==> src/rtl/x2c_pkt_buf.sv <==
// x2c_pkt_buf: packet buffer with commit/rewind data FIFO and byte-count FIFO
// Ports:
//   clk, reset_        single clock, asynchronous active-low reset
//   linkup             link-good; while low, partial packets are discarded
//   x_we, data_in, ctrl_in        write one 256-bit data + 32-bit ctrl word
//   x_bcnt_we, x_byte_cnt         end-of-packet commit with {sof, 0, byte count}
//   dat_rd, dat_out, ctl_out, dat_vld     data pop, result one cycle later
//   bcnt_rd, bcnt_out, bcnt_vld           byte-count pop, result one cycle later
//   dat_empty, bcnt_empty, pkt_cnt, drop_cnt  registered status
module x2c_pkt_buf #(
    parameter int DAT_AW  = 4,
    parameter int BCNT_AW = 3
) (
    input  logic               clk,
    input  logic               reset_,
    input  logic               linkup,
    input  logic               x_we,
    input  logic [255:0]       data_in,
    input  logic [31:0]        ctrl_in,
    input  logic               x_bcnt_we,
    input  logic [31:0]        x_byte_cnt,
    input  logic               dat_rd,
    input  logic               bcnt_rd,
    output logic [255:0]       dat_out,
    output logic [31:0]        ctl_out,
    output logic               dat_vld,
    output logic [31:0]        bcnt_out,
    output logic               bcnt_vld,
    output logic               dat_empty,
    output logic               bcnt_empty,
    output logic [BCNT_AW:0]   pkt_cnt,
    output logic [15:0]        drop_cnt
);
    logic [287:0]      dmem [1<<DAT_AW];
    logic [31:0]       bmem [1<<BCNT_AW];
    logic [DAT_AW:0]   wr_ptr, commit_ptr, rd_ptr, wr_nxt, commit_nxt, rd_nxt, wr_inc;
    logic [BCNT_AW:0]  bw_ptr, br_ptr, bw_nxt, br_nxt;
    logic              drop_flag, drop_nxt, rst_q1, rst_n;
    logic              dat_full, bcnt_full, word_ok, commit, bad, good, dat_pop, bcnt_pop;

    // Reset asserts immediately but releases only on a clk edge.
    always_ff @(posedge clk or negedge reset_)
        if (!reset_) {rst_n, rst_q1} <= 2'b00;
        else         {rst_n, rst_q1} <= {rst_q1, 1'b1};

    always_comb begin
        dat_full   = (wr_ptr - rd_ptr) == {1'b1, {DAT_AW{1'b0}}};
        bcnt_full  = (bw_ptr - br_ptr) == {1'b1, {BCNT_AW{1'b0}}};
        word_ok    = x_we & linkup & !dat_full & !drop_flag;
        wr_inc     = wr_ptr + {{DAT_AW{1'b0}}, word_ok};
        commit     = x_bcnt_we & linkup;
        // A same-cycle word that cannot be stored would truncate the packet.
        bad        = drop_flag | bcnt_full | (x_byte_cnt[15:0] == 16'd0) | (x_we & !word_ok);
        good       = commit & !bad;
        dat_pop    = dat_rd & !dat_empty;
        bcnt_pop   = bcnt_rd & !bcnt_empty;
        wr_nxt     = (!linkup || (commit && bad)) ? commit_ptr : wr_inc;
        commit_nxt = good ? wr_inc : commit_ptr;
        rd_nxt     = rd_ptr + {{DAT_AW{1'b0}}, dat_pop};
        bw_nxt     = bw_ptr + {{BCNT_AW{1'b0}}, good};
        br_nxt     = br_ptr + {{BCNT_AW{1'b0}}, bcnt_pop};
        drop_nxt   = (!linkup || x_bcnt_we) ? 1'b0 : (drop_flag | (x_we & dat_full));
    end

    always_ff @(posedge clk or negedge rst_n)
        if (!rst_n) begin
            wr_ptr     <= '0;
            commit_ptr <= '0;
            rd_ptr     <= '0;
            bw_ptr     <= '0;
            br_ptr     <= '0;
            drop_flag  <= 1'b0;
            dat_out    <= '0;
            ctl_out    <= '0;
            bcnt_out   <= '0;
            dat_vld    <= 1'b0;
            bcnt_vld   <= 1'b0;
            dat_empty  <= 1'b1;
            bcnt_empty <= 1'b1;
            pkt_cnt    <= '0;
            drop_cnt   <= '0;
        end else begin
            wr_ptr     <= wr_nxt;
            commit_ptr <= commit_nxt;
            rd_ptr     <= rd_nxt;
            bw_ptr     <= bw_nxt;
            br_ptr     <= br_nxt;
            drop_flag  <= drop_nxt;
            // Status is computed from next-state pointers so it always matches them.
            dat_empty  <= rd_nxt == commit_nxt;
            bcnt_empty <= br_nxt == bw_nxt;
            pkt_cnt    <= bw_nxt - br_nxt;
            if (commit && bad && drop_cnt != 16'hFFFF) drop_cnt <= drop_cnt + 16'd1;
            dat_vld    <= dat_pop;
            bcnt_vld   <= bcnt_pop;
            if (dat_pop) {ctl_out, dat_out} <= dmem[rd_ptr[DAT_AW-1:0]];
            if (bcnt_pop) bcnt_out <= bmem[br_ptr[BCNT_AW-1:0]];
        end

    always_ff @(posedge clk) begin
        if (word_ok) dmem[wr_ptr[DAT_AW-1:0]] <= {ctrl_in, data_in};
        if (good) bmem[bw_ptr[BCNT_AW-1:0]] <= x_byte_cnt;
    end
endmodule

==> config.mk <==
export PLATFORM = sky130hd
export DESIGN_NAME = x2c_pkt_buf
export DESIGN_NICKNAME = d
export VERILOG_FILES = /design/src/rtl/x2c_pkt_buf.sv
export SDC_FILE = /design/constraint.sdc
export NUM_CORES = 2
export LEC_CHECK = 0
export ABC_CLOCK_PERIOD_IN_PS = 10750
export BUFFER_PORTS_ARGS = -buffer_cell sky130_fd_sc_hd__buf_2
export CAP_MARGIN = 20
export CELL_PAD_IN_SITES_DETAIL_PLACEMENT = 1
export CELL_PAD_IN_SITES_GLOBAL_PLACEMENT = 1
export CORE_MARGIN = 3
export CORE_UTILIZATION = 49
export DETAILED_ROUTE_END_ITERATION = 10
export PLACE_DENSITY = 0.87
export SLEW_MARGIN = 10
export SYNTH_ARGS = -nofsm -noshare
export SYNTH_HDL_FRONTEND = slang
export SYNTH_MEMORY_MAX_BITS = 65536
export SYNTH_SLANG_ARGS = --single-unit
==> constraint.sdc <==
create_clock -name clk -period 10.75 [get_ports clk]
set_clock_uncertainty 0.2 [all_clocks]
set_input_delay 2.6875 -clock clk [delete_from_list [all_inputs] [get_ports clk]]
set_output_delay 2.6875 -clock clk [all_outputs]
set_load 0.01 [all_outputs]
==> impl_metrics.py <==
metrics = {
    "floorplan": {
        "die_x_um": 639,
        "coreArea_mm2": 0.398,
        "rows": 231,
        "die-area_mm2": 0.409,
        "io_pins": 671,
        "start_util_pct": 49.4,
        "dieHeight_um": 639,
    },
    "cells_and_area": {
        "fin_nets": 10282,
        "drive_above_1_share_pct": 26.7,
        "fin_area_mm2": 0.224,
        "area_delta_synth_final_pct": 14.2,
        "final_util_pct": 56.4,
        "stdcell_count": 15729,
    },
    "placed_design": {
        "dpl-instance-area_mm2": 0.206,
        "dp_hpwl_um": 290000,
        "portBuffers": 670,
        "gp_congestion": 0.789,
        "placedCellCount": 14639,
    },
    "timing": {
        "finalHoldViolCount": 0,
        "rsz0062_at_grt": "false",
        "timing.fmax_mhz": 163,
        "min_period_ns": 6.13,
        "setup_violations": 0,
        "worst_slew_pin_slew_ns": 1.69,
        "hold_ws_ns": 0.128,
        "period_share_pct": 57.1,
        "relSlewSlack_pct": -12.5,
        "drv_slew": 56,
    },
    "clock_tree": {
        "ctsResizeCount": 0,
        "clkSlewWorstSetupHoldPaths_ns": 0.07,
        "cts_root_buf": "clkbuf_16",
        "clock_sinks": 5234,
        "hold_buffers": 0,
        "htreeDepth": 6,
        "clock_latency_ns": 1.07,
        "cts_setup_buffers": 0,
        "cts_tree": "done",
        "cts-buffers-inserted": 528,
        "clockBufferDepth": 4,
    },
    "job": {
        "drv_cap": 0,
    },
    "grt": {
        "grt-ovfl-total": 0,
        "grt_max_degree": 158,
        "antenna_found_initial": 164,
        "grt_pass1_vias": 109892,
        "grt_pass1_wl_um": 829000,
        "grt_usage_pct": 28.2,
    },
    "yosys": {
        "synthCells": 9068,
        "synthTopCellsByArea": "edfxtp_1 (74%), mux4_2 (13%), dfrtp_1 (4.7%), mux2i_1 (2.3%), o221ai_1 (1.8%)",
        "netlist_area_mm2": 0.197,
        "synthDominantAreaCellType": "edfxtp_1",
        "synth.distinct_cells": 54,
        "ys.flop_type": "edfxtp_1",
        "synth_area_per_cell_um2": 21.7,
        "synth_async_sr_flop_share_pct": 7.07,
        "synth.top_cell.area_share_pct": 74.3,
        "seq_area_frac_synth_pct": 79.0,
        "ys_warn_count": 0,
        "synth_fp_nets": 9415,
        "synth-edff-count": 4864,
        "ys_seq_elements": 5234,
    },
    "pwr": {
        "combPwrFrac_pct": 27.2,
        "leakagePower_nw": 74.0,
        "p_per_area_mw_per_mm2": 269,
        "totalPowerFinal_w": 0.0603,
        "ir_drop_uv": 293,
        "switching_share_pct": 32.0,
        "p_clk_share_pct": 31.5,
        "share_seq_of_total_power_pct": 41.3,
        "p_int_w": 0.0410,
        "switching_power_w": 0.0193,
    },
    "critical_path": {
        "required_ns": 11.51,
        "worst-setup-path-type": "reg2reg",
        "worstReg2RegStart": "rd_ptr[0]",
        "path_max_fanout": 134,
        "worstRegToRegCells": 11,
        "reg2reg_to": "dat_out[48]",
        "rrSetupSlack_ns": 4.62,
        "end_kind": "flip-flop",
        "start_kind": "flip-flop",
        "worstPathArrival_ns": 6.90,
    },
    "status": {
        "violations": "slew limit",
        "status": "complete, but fails checks",
    },
    "detailed_routing": {
        "drtIter0Drc": 16475,
        "ant_nets": 0,
        "finalWirelength_um": 583000,
        "first_pass_iters": 6,
        "drc_errors": 0,
        "wl_per_cell_um": 37.1,
        "via_per_inst": 6.54,
        "vias": 102893,
    },
    "worst_hold_path": {
        "holdCritPathClass": "reg2async",
    },
}
## power by group through the flow
stage	Clock (W)	Combinational, W	Sequential, W
final	0.0190	0.0164	0.0249
after global routing	0.0200	0.0172	0.0250
after CTS	0.0191	0.0163	0.0249
after detailed placement	0	0.0157	0.0252
after global placement	0	0.0150	0.0250
after floorplan	0	0.0102	0.0252
## cell usage after synthesis (3+ instances only)
cell type and n:
clkbuf_1 296, nand4_1 4, a31oi_1 34, inv_1 17, nor4_1 7, ha_1 19
o221ai_1 404, nor3b_1 5, buf_1 49, buf_2 134, edfxtp_1 4864, nor2_1 55
a21oi_1 6, nand2_1 809, nand2b_1 3, xnor2_1 17, buf_4 20, mux2i_1 443
mux4_2 1100, dfrtp_1 368, inv_2 3, o21ai_0 328, and3_1 3, nand3_1 13
mux2_2 9, nor3_1 7, xor2_1 18
## area by class of cell
type                            count  area [µm²]
Tap cell                         5242        6560
Fill cell                       33784      173000
Clock inverter                    277        3240
Multi-Input combinational cell   3314       39200
Antenna cell                      115         288
Sequential cell                  5234      155000
Inverter                           20        85.1
Timing Repair Buffer              837        5410
Clock buffer                      690       14300
## how the worst max path moves through the flow
stage                          to       from  slack, ns  cells past startpoint
global route          dat_out[48]  rd_ptr[0]       4.26                     11
floorplan              dmem[2][0]     linkup      -4.44                      4
CTS                   dat_out[48]  rd_ptr[0]       4.49                     10
finish                dat_out[48]  rd_ptr[0]       4.62                     11
global placement      dmem[11][7]     linkup       4.29                      7
detailed placement  dmem[14][162]     linkup       4.12                      7
## per-layer routing
metal / track usage, % / part of all wire, %
met1: 35.4 / 34
met2: 47.2 / 51
met3: 5.61 / 10
met4: 13.3 / 4.9
met5: 0 / 0.066
## sequential cells by signal, indices dropped and copies added, names as in the netlist, 4 cells and up
name	cells
commit_ptr	5
bmem	256
dmem	4608
dat_out	256
drop_cnt	16
bcnt_out	32
pkt_cnt	4
wr_ptr	5
br_ptr	4
ctl_out	32
bw_ptr	4
rd_ptr	5
## per-stage QoR
stage	worst slack, ns	TNS [ns]
6_report	4.62	0
5_1_grt	4.26	0
4_1_cts	4.49	0
3_5_place_dp	4.12	0
3_3_place_gp	4.29	0
2_1_floorplan	-4.44	-5451.36
## layout by cell type, fill, tap and decap left out, types with 17 or more instances in the layout
| cell | netlist | routed |
|---|---|---|
| edfxtp_1 | 4864 | 4864 |
| mux4_2 | 1100 | 1100 |
| nand2_1 | 809 | 805 |
| buf_2 | 134 | 670 |
| clkbuf_16 | 0 | 534 |
| mux2i_1 | 443 | 443 |
| o221ai_1 | 404 | 404 |
| dfrtp_1 | 368 | 361 |
| o21ai_0 | 328 | 328 |
| clkbuf_1 | 296 | 121 |
| diode_2 | 0 | 115 |
| buf_4 | 20 | 105 |
| clkinv_1 | 0 | 79 |
| clkinv_2 | 0 | 70 |
| buf_12 | 0 | 58 |
| bufinv_16 | 0 | 47 |
| nor2_1 | 55 | 41 |
| clkbuf_8 | 0 | 35 |
| a31oi_1 | 34 | 34 |
| inv_6 | 0 | 20 |
| clkinvlp_4 | 0 | 20 |
| ha_1 | 19 | 19 |
| xor2_1 | 18 | 18 |
| xnor2_1 | 17 | 17 |
## critical path: stages (launching register included)
cell,delay (ns)
dfrtp_4,0.90
buf_4,0.54
buf_12,0.81
buf_4,0.53
buf_16,0.32
buf_4,0.85
mux2i_1,0.27
o221ai_1,0.50
o21ai_0,0.22
nand2_1,0.16
o221ai_1,0.18
o21ai_0,0.27
## cells by family (layout without fill, tap and decap cells)
group | Yosys count | count (layout) | synth area share [%]
flip-flops | 5234 | 5234 | 79.0
multiplexers | 1553 | 1553 | 14.9
AND/OR/NAND/NOR | 924 | 924 | 1.85
AO/OA/AOI/OAI | 781 | 781 | 2.80
buffers and inverters | 520 | 1824 | 1.12
XOR/XNOR | 35 | 35 | 0.156
adder cells (fa/ha/maj) | 20 | 20 | 0.131
other | 1 | 116 | 0.00191
(Power assumes the default switching activity.)
